### src/rtl/exception_status_unit_pkg.sv
// Shared definitions for the exception status unit and the control decoder.
package exception_status_unit_pkg;

  // Exception codes carried in exception[1:0]; the upper bits are ignored.
  typedef enum logic [1:0] {
    ExcNone = 2'd0,
    ExcAdd  = 2'd1,
    ExcAddi = 2'd2,
    ExcSub  = 2'd3
  } exc_code_e;

  // Architectural register that mirrors rstatus.
  localparam logic [4:0] RegRstatus = 5'b11110;

  // One queued event: {code, pc}.
  localparam int unsigned EvtWidth = 34;

  function automatic logic is_exc_event(logic retire_valid, logic [31:0] exception);
    return retire_valid && (exc_code_e'(exception[1:0]) != ExcNone);
  endfunction

endpackage

### src/rtl/exception_status_unit_if.sv
// Retire-side inputs, status outputs and event-queue handshake of the status unit.
interface exception_status_unit_if #(
  parameter int unsigned DEPTH = 4
);
  localparam int unsigned CntW = $clog2(DEPTH) + 1;

  logic            retire_valid;
  logic [31:0]     exception;
  logic [31:0]     retire_pc;
  logic            setx_valid;
  logic [26:0]     setx_target;
  logic            status_clear;
  logic [31:0]     rstatus;
  logic            bex_taken;
  logic            evt_valid;
  logic [1:0]      evt_code;
  logic [31:0]     evt_pc;
  logic            evt_ready;
  logic            evt_dropped;
  logic [CntW-1:0] evt_count;

  // Pipeline / handler side.
  modport master (
    output retire_valid, exception, retire_pc, setx_valid, setx_target, status_clear,
    output evt_ready,
    input  rstatus, bex_taken, evt_valid, evt_code, evt_pc, evt_dropped, evt_count
  );

  // Status unit side.
  modport slave (
    input  retire_valid, exception, retire_pc, setx_valid, setx_target, status_clear,
    input  evt_ready,
    output rstatus, bex_taken, evt_valid, evt_code, evt_pc, evt_dropped, evt_count
  );

endinterface

### src/rtl/exc_event_fifo.sv
// Exception event FIFO. Occupancy counter drives full/empty; pointers wrap modulo DEPTH.
// A push on a full queue is accepted only if a pop frees a slot in the same cycle.
module exc_event_fifo #(
  parameter int unsigned Width = 34,
  parameter int unsigned DEPTH = 4,
  localparam int unsigned PtrW = $clog2(DEPTH),
  localparam int unsigned CntW = PtrW + 1
) (
  input  logic             clk_i,
  input  logic             rst_ni,
  input  logic             push_i,
  input  logic [Width-1:0] data_i,
  input  logic             pop_i,
  output logic [Width-1:0] data_o,
  output logic             empty_o,
  output logic             drop_o,
  output logic [CntW-1:0]  count_o
);

  logic [PtrW-1:0]  wr_ptr_q, wr_ptr_d;
  logic [PtrW-1:0]  rd_ptr_q, rd_ptr_d;
  logic [CntW-1:0]  count_q, count_d;
  logic [Width-1:0] mem_q [DEPTH];

  logic full, empty, do_push, do_pop;

  // Pointer/counter next state and handshake qualification.
  always_comb begin
    full     = (count_q == CntW'(DEPTH));
    empty    = (count_q == '0);
    do_pop   = pop_i && !empty;
    do_push  = push_i && (!full || do_pop);
    drop_o   = push_i && !do_push;
    wr_ptr_d = wr_ptr_q;
    rd_ptr_d = rd_ptr_q;
    count_d  = count_q;
    if (do_push) wr_ptr_d = wr_ptr_q + PtrW'(1);
    if (do_pop)  rd_ptr_d = rd_ptr_q + PtrW'(1);
    if (do_push && !do_pop)      count_d = count_q + CntW'(1);
    else if (do_pop && !do_push) count_d = count_q - CntW'(1);
  end

  // Control state with synchronous active-low reset.
  always_ff @(posedge clk_i) begin
    if (!rst_ni) begin
      wr_ptr_q <= '0;
      rd_ptr_q <= '0;
      count_q  <= '0;
    end else begin
      wr_ptr_q <= wr_ptr_d;
      rd_ptr_q <= rd_ptr_d;
      count_q  <= count_d;
    end
  end

  // Storage needs no reset; contents are only visible when the queue is non-empty.
  always_ff @(posedge clk_i) begin
    if (rst_ni && do_push) mem_q[wr_ptr_q] <= data_i;
  end

  // Head is forced to zero when the queue is empty.
  always_comb begin
    empty_o = empty;
    count_o = count_q;
    data_o  = empty ? '0 : mem_q[rd_ptr_q];
  end

endmodule

### src/rtl/exception_status_unit.sv
// Exception status unit: maintains rstatus (r30), the bex condition and a queue of
// exception events for the handler, with a sticky overflow flag.
module exception_status_unit
  import exception_status_unit_pkg::*;
#(
  parameter int unsigned DEPTH = 4
) (
  input logic                     clock,
  input logic                     reset,
  exception_status_unit_if.slave  bus
);

  localparam int unsigned CntW = $clog2(DEPTH) + 1;

  logic [31:0]         rstatus_q, rstatus_d;
  logic                evt_dropped_q, evt_dropped_d;
  logic                exc_event, setx_event, pop;
  logic                fifo_empty, fifo_drop;
  logic [EvtWidth-1:0] push_data, head_data;
  logic [CntW-1:0]     fifo_count;
  logic                unused_exc_hi;

  assign unused_exc_hi = ^bus.exception[31:2];

  // Event decode and rstatus priority: exception > setx > clear.
  always_comb begin
    exc_event  = is_exc_event(bus.retire_valid, bus.exception);
    setx_event = bus.retire_valid && bus.setx_valid;
    pop        = !fifo_empty && bus.evt_ready;
    push_data  = {bus.exception[1:0], bus.retire_pc};
    rstatus_d  = rstatus_q;
    if (exc_event)             rstatus_d = {30'b0, bus.exception[1:0]};
    else if (setx_event)       rstatus_d = {5'b0, bus.setx_target};
    else if (bus.status_clear) rstatus_d = '0;
  end

  // Sticky drop flag; software may clear it only once the queue has drained.
  always_comb begin
    evt_dropped_d = evt_dropped_q;
    if (fifo_drop)                           evt_dropped_d = 1'b1;
    else if (bus.status_clear && fifo_empty) evt_dropped_d = 1'b0;
  end

  // Status registers with synchronous active-low reset.
  always_ff @(posedge clock) begin
    if (!reset) begin
      rstatus_q     <= '0;
      evt_dropped_q <= 1'b0;
    end else begin
      rstatus_q     <= rstatus_d;
      evt_dropped_q <= evt_dropped_d;
    end
  end

  exc_event_fifo #(
    .Width (EvtWidth),
    .DEPTH (DEPTH)
  ) u_fifo (
    .clk_i   (clock),
    .rst_ni  (reset),
    .push_i  (exc_event),
    .data_i  (push_data),
    .pop_i   (pop),
    .data_o  (head_data),
    .empty_o (fifo_empty),
    .drop_o  (fifo_drop),
    .count_o (fifo_count)
  );

  // Output mapping; bex_taken is a pure decode of the registered status.
  always_comb begin
    bus.rstatus     = rstatus_q;
    bus.bex_taken   = (rstatus_q != '0);
    bus.evt_valid   = !fifo_empty;
    bus.evt_code    = head_data[33:32];
    bus.evt_pc      = head_data[31:0];
    bus.evt_dropped = evt_dropped_q;
    bus.evt_count   = fifo_count;
  end

endmodule

### src/flat_wrapper.sv
// flat-port wrapper written by rule: the top's interface ports become plain ports
module exception_status_unit_flat import exception_status_unit_pkg::*;
#(
  parameter int unsigned DEPTH = 4
)
  (clock, reset, bus_retire_valid, bus_exception, bus_retire_pc, bus_setx_valid, bus_setx_target, bus_status_clear, bus_evt_ready, bus_rstatus, bus_bex_taken, bus_evt_valid, bus_evt_code, bus_evt_pc, bus_evt_dropped, bus_evt_count);
  exception_status_unit_if #(.DEPTH(DEPTH)) bus_i ();
  input logic clock;
  input logic reset;
  input wire logic [$bits(bus_i.retire_valid)-1:0] bus_retire_valid;
  input wire logic [$bits(bus_i.exception)-1:0] bus_exception;
  input wire logic [$bits(bus_i.retire_pc)-1:0] bus_retire_pc;
  input wire logic [$bits(bus_i.setx_valid)-1:0] bus_setx_valid;
  input wire logic [$bits(bus_i.setx_target)-1:0] bus_setx_target;
  input wire logic [$bits(bus_i.status_clear)-1:0] bus_status_clear;
  input wire logic [$bits(bus_i.evt_ready)-1:0] bus_evt_ready;
  output wire logic [$bits(bus_i.rstatus)-1:0] bus_rstatus;
  output wire logic [$bits(bus_i.bex_taken)-1:0] bus_bex_taken;
  output wire logic [$bits(bus_i.evt_valid)-1:0] bus_evt_valid;
  output wire logic [$bits(bus_i.evt_code)-1:0] bus_evt_code;
  output wire logic [$bits(bus_i.evt_pc)-1:0] bus_evt_pc;
  output wire logic [$bits(bus_i.evt_dropped)-1:0] bus_evt_dropped;
  output wire logic [$bits(bus_i.evt_count)-1:0] bus_evt_count;
  assign bus_i.retire_valid = bus_retire_valid;
  assign bus_i.exception = bus_exception;
  assign bus_i.retire_pc = bus_retire_pc;
  assign bus_i.setx_valid = bus_setx_valid;
  assign bus_i.setx_target = bus_setx_target;
  assign bus_i.status_clear = bus_status_clear;
  assign bus_i.evt_ready = bus_evt_ready;
  assign bus_rstatus = bus_i.rstatus;
  assign bus_bex_taken = bus_i.bex_taken;
  assign bus_evt_valid = bus_i.evt_valid;
  assign bus_evt_code = bus_i.evt_code;
  assign bus_evt_pc = bus_i.evt_pc;
  assign bus_evt_dropped = bus_i.evt_dropped;
  assign bus_evt_count = bus_i.evt_count;
  exception_status_unit #(.DEPTH(DEPTH)) u_core (.clock(clock), .reset(reset), .bus(bus_i));
endmodule
### config.mk
export PLATFORM = sky130hd
export DESIGN_NAME = exception_status_unit_flat
export DESIGN_NICKNAME = d
export VERILOG_FILES = /design/src/rtl/exception_status_unit_pkg.sv /design/src/rtl/exception_status_unit_if.sv /design/src/rtl/exc_event_fifo.sv /design/src/rtl/exception_status_unit.sv /design/src/flat_wrapper.sv
export SDC_FILE = /design/constraint.sdc
export NUM_CORES = 1
export LEC_CHECK = 0
export ABC_AREA = 1
export BUFFER_PORTS_ARGS = -buffer_cell sky130_fd_sc_hd__buf_4
export CORE_MARGIN = 1
export CORE_UTILIZATION = 34
export CTS_CLUSTER_DIAMETER = 60
export DETAILED_ROUTE_END_ITERATION = 16
export GPL_TIMING_DRIVEN = 0
export PLACE_DENSITY = 0.53
export SYNTH_ARGS = -nofsm -noshare
export SYNTH_HDL_FRONTEND = slang
export SYNTH_SLANG_ARGS = --single-unit
### constraint.sdc
create_clock -name clock -period 6.65 [get_ports clock]
set_input_delay 0.9975 -clock clock [delete_from_list [all_inputs] [get_ports clock]]
set_output_delay 0.9975 -clock clock [all_outputs]
set_load 0.05 [all_outputs]
==> impl_metrics.ini <==
[run_status]
status = finished, final reports clean

[setup_path]
critical_path.endpoint_type = primary output
critPathSlowestCell = sky130_fd_sc_hd__clkbuf_1
setup.reg_to_reg.worst_slack_ns = 4.61
worst_flop_to_flop_path_startpoint = u_core.u_fifo.count_o[0]
critical-path-max-stage-delay_ns = 0.44
worstPathRequired_ns = 5.65
reg2regPathDepth = 7
worstSetupPathType = flop to primary output
path_max_fanout = 10
timing.rr.end = u_core.u_fifo.mem_q[0][28]
setup.worst_path.start_class = flop
worstPathCellList = buf_6, inv_4, clkbuf_1, o21ai_0, a21oi_1, buf_4
crit_arrival_ns = 2.04

[routing]
ant_nets = 0
routed_wl_um = 17400
avgRoutedWirePerCell_um = 15.4
drt_pre_antenna_iters = 5
initialDrtViolationCount = 265
vias_per_inst = 4.47
vias = 5057
route.detailed.drc = 0

[clock_network]
ctsHoldBuffers = 0
max-clock-path-buffers = 2
tritoncts.num_buffers = 17
clk_latency_ns = 0.43
cts.reportedPaths.clkPinSlew_ns = 0.07
cts_tree = done
cts_sinks = 173
cts_root_buffer = sky130_fd_sc_hd__clkbuf_16
cts_max_level = 4
post-cts-setup-buffers = 0
post_cts.resized_instances = 0

[pwr]
power.density_mw_per_mm2 = 396
p_clk_frac = 0.265
sw_frac_of_total = 0.416
cell_internal_pwr_w = 0.00212
total_switching_power_w = 0.00152
power.ir.vdd_worst_mv = 0.189
power_frac_seq = 0.341
pwr-share-comb = 0.394
total_leakage_power_nw = 3.79

[grt]
grt-ovfl-total = 0
grt_antenna_before_repair = 1
grt.total_usage = 0.166
first_global_vias = 4941
largest_net_degree_at_the_start_of_global_routing = 28
grt_first_pass_wirelength_um = 26700

[hold_path]
hold_path_depth = 2
worstHoldEndpoint = u_core.bus.evt_dropped
timing.hold.worst.class = flop to flop
min-delay-start = u_core.bus.evt_dropped

[die]
die_y_um = 147
io_pins = 169
rows = 52
initial_utilization = 0.351
die_w_um = 147
coreArea_mm2 = 0.0204
die_area_mm2 = 0.0217

[timing]
totalNegativeSetupSlack_ns = 0
relSlewSlack = 0.584
finalSetupViolCount = 0
final_min_period_over_clock_period = 0.457
grt_setup_unrepaired = no
final-hold-violation-count = 0
clock_skew_ns = 0.0165
layout_min_cycle_time_ns = 3.04
fmax_mhz = 329
worst_slew_pin_slew_ns = 0.624
final_max_slew_viol_count = 0

[yosys]
yosysWarnings = 0
yosysUniqueCellTypes = 24
syn-cell-area_mm2 = 0.00717
yosysTopAreaCellShare = 0.570
synth_common_cells = sky130_fd_sc_hd__nor2_1 (162), sky130_fd_sc_hd__edfxtp_1 (136), sky130_fd_sc_hd__nand2_1 (92)
synth_enable_flop_cells = 136
synth_area_leader_cell = sky130_fd_sc_hd__edfxtp_1
synth.area.top_cells = sky130_fd_sc_hd__edfxtp_1 (57%), sky130_fd_sc_hd__dfxtp_1 (10%), sky130_fd_sc_hd__nor2_1 (8.5%), sky130_fd_sc_hd__nand2_1 (4.8%), sky130_fd_sc_hd__o21ai_0 (4.5%)
average_instance_area_after_synthesis_um2 = 10.4
yosys_register_bits = 173
post_synth_top_flop = sky130_fd_sc_hd__edfxtp_1
number_of_standard_cells_after_synthesis = 688
post-synth-top-count-cell = sky130_fd_sc_hd__nor2_1
synth-async-reset-ratio = 0
synth_seq_area_share = 0.673

[cells_and_area]
count_of_placed_standard_cells_in_the_final_layout_fillers_left_out = 1131
area_growth_syn_to_layout_pct = 28.4
multi_input_logic_area_mm2 = 0.00188
nets = 950
sequential_cell_area_mm2 = 0.00482
layout-drive-gt1-share = 0.252
n_fill_cell = 1969

[place]
hpwl_um = 11300
placed_cells = 1098
place_congestion = 0.744
placement.io_buffers = 132

[run]
timing.max_cap.violations = 0
[state kept, by name, indices dropped and copies added (netlist names), named ones only]
name / flops
u_core.u_fifo.mem_q: 136
u_core.bus.rstatus: 27
u_core.u_fifo.count_o: 3
u_core.u_fifo.rd_ptr_q: 2
u_core.u_fifo.wr_ptr_q: 2
u_core.bus.evt_dropped: 1
[stage by stage]
stage / hold WS [ns] / total power (W) / worst slack [ns] / instance area, um2 / utilization
5_1_grt: 0.537 / 0.00380 / 3.47 / 9200 / 0.450
6_report: 0.490 / 0.00364 / 3.61 / 9200 / 0.450
3_3_place_gp: 0.488 / 0.00271 / 1.80 / 8510 / 0.417
2_1_floorplan: 0.467 / 0.00224 / 3.40 / 7180 / -
4_1_cts: 0.504 / 0.00368 / 3.59 / 9200 / 0.450
3_5_place_dp: 0.492 / 0.00272 / 3.81 / 8620 / 0.422
[layer usage]
metal	wire, um	part of all wire	up-vias	track usage
li1	-	-	2598	-
met1	7930	0.46	2310	0.206
met2	8140	0.47	138	0.273
met3	1180	0.068	11	0.0528
met4	151	0.0087	0	0.0577
met5	0	0	-	0
[worst max-delay path, delay by kind of cell, from the launching register on]
family | cells | cell delay [ns]
AOI/OAI and AO/OA | 2 | 0.42
DFF | 1 | 0.31
buffers and inverters | 4 | 0.88
[cells in the final DEF (no fill, tap or decap), drive strengths merged]
cell / n
buf: 168
nor2: 166
edfxtp: 136
nand2: 95
o21ai: 86
inv: 72
a21oi: 42
dfxtp: 37
clkbuf: 23
nand3: 15
ha: 5
conb: 5
clkinv: 5
nand4: 3
diode: 1
fa: 1
clkinvlp: 1
[layout make-up]
class | instances | share of cell area
sequential | 173 | 0.524
multi-input combinational | 418 | 0.204
timing repair buffer | 136 | 0.116
clock buffer | 18 | 0.0466
tap | 270 | 0.0367
buffer | 37 | 0.0291
inverter | 64 | 0.0264
clock inverter | 14 | 0.0160
antenna | 1 | 0.000272
[cell families (layout without fill, tap and decap cells)]
family                   after synthesis  count (layout)  synth area share
buffers and inverters                101             269            0.0712
other                                  1               6          0.000523
AO/OA/AOI/OAI                        128             128            0.0894
flip-flops                           173             173             0.673
AND/OR/NAND/NOR                      279             279             0.154
adder cells (fa/ha/maj)                6               6            0.0115
[worst max path at each step]
stage | slack (ns) | to | depth (start not counted)
after global placement | 1.80 | u_core.u_fifo.mem_q[3][21] | 5
after CTS | 3.59 | bus_evt_pc[22] | 6
after global routing | 3.47 | bus_evt_pc[20] | 6
after detailed placement | 3.81 | u_core.u_fifo.mem_q[1][21] | 6
after floorplan | 3.40 | u_core.u_fifo.mem_q[0][0] | 4
final | 3.61 | bus_evt_pc[22] | 6
[power groups by stage]
stage,clock network [W],logic [W],registers [W]
6_report,0.000965,0.00144,0.00124
5_1_grt,0.00102,0.00154,0.00125
4_1_cts,0.000988,0.00146,0.00124
3_5_place_dp,0,0.00145,0.00126
3_3_place_gp,0,0.00144,0.00127
2_1_floorplan,0,0.000935,0.00131
Note: power is estimated with default switching activity, not from simulation.
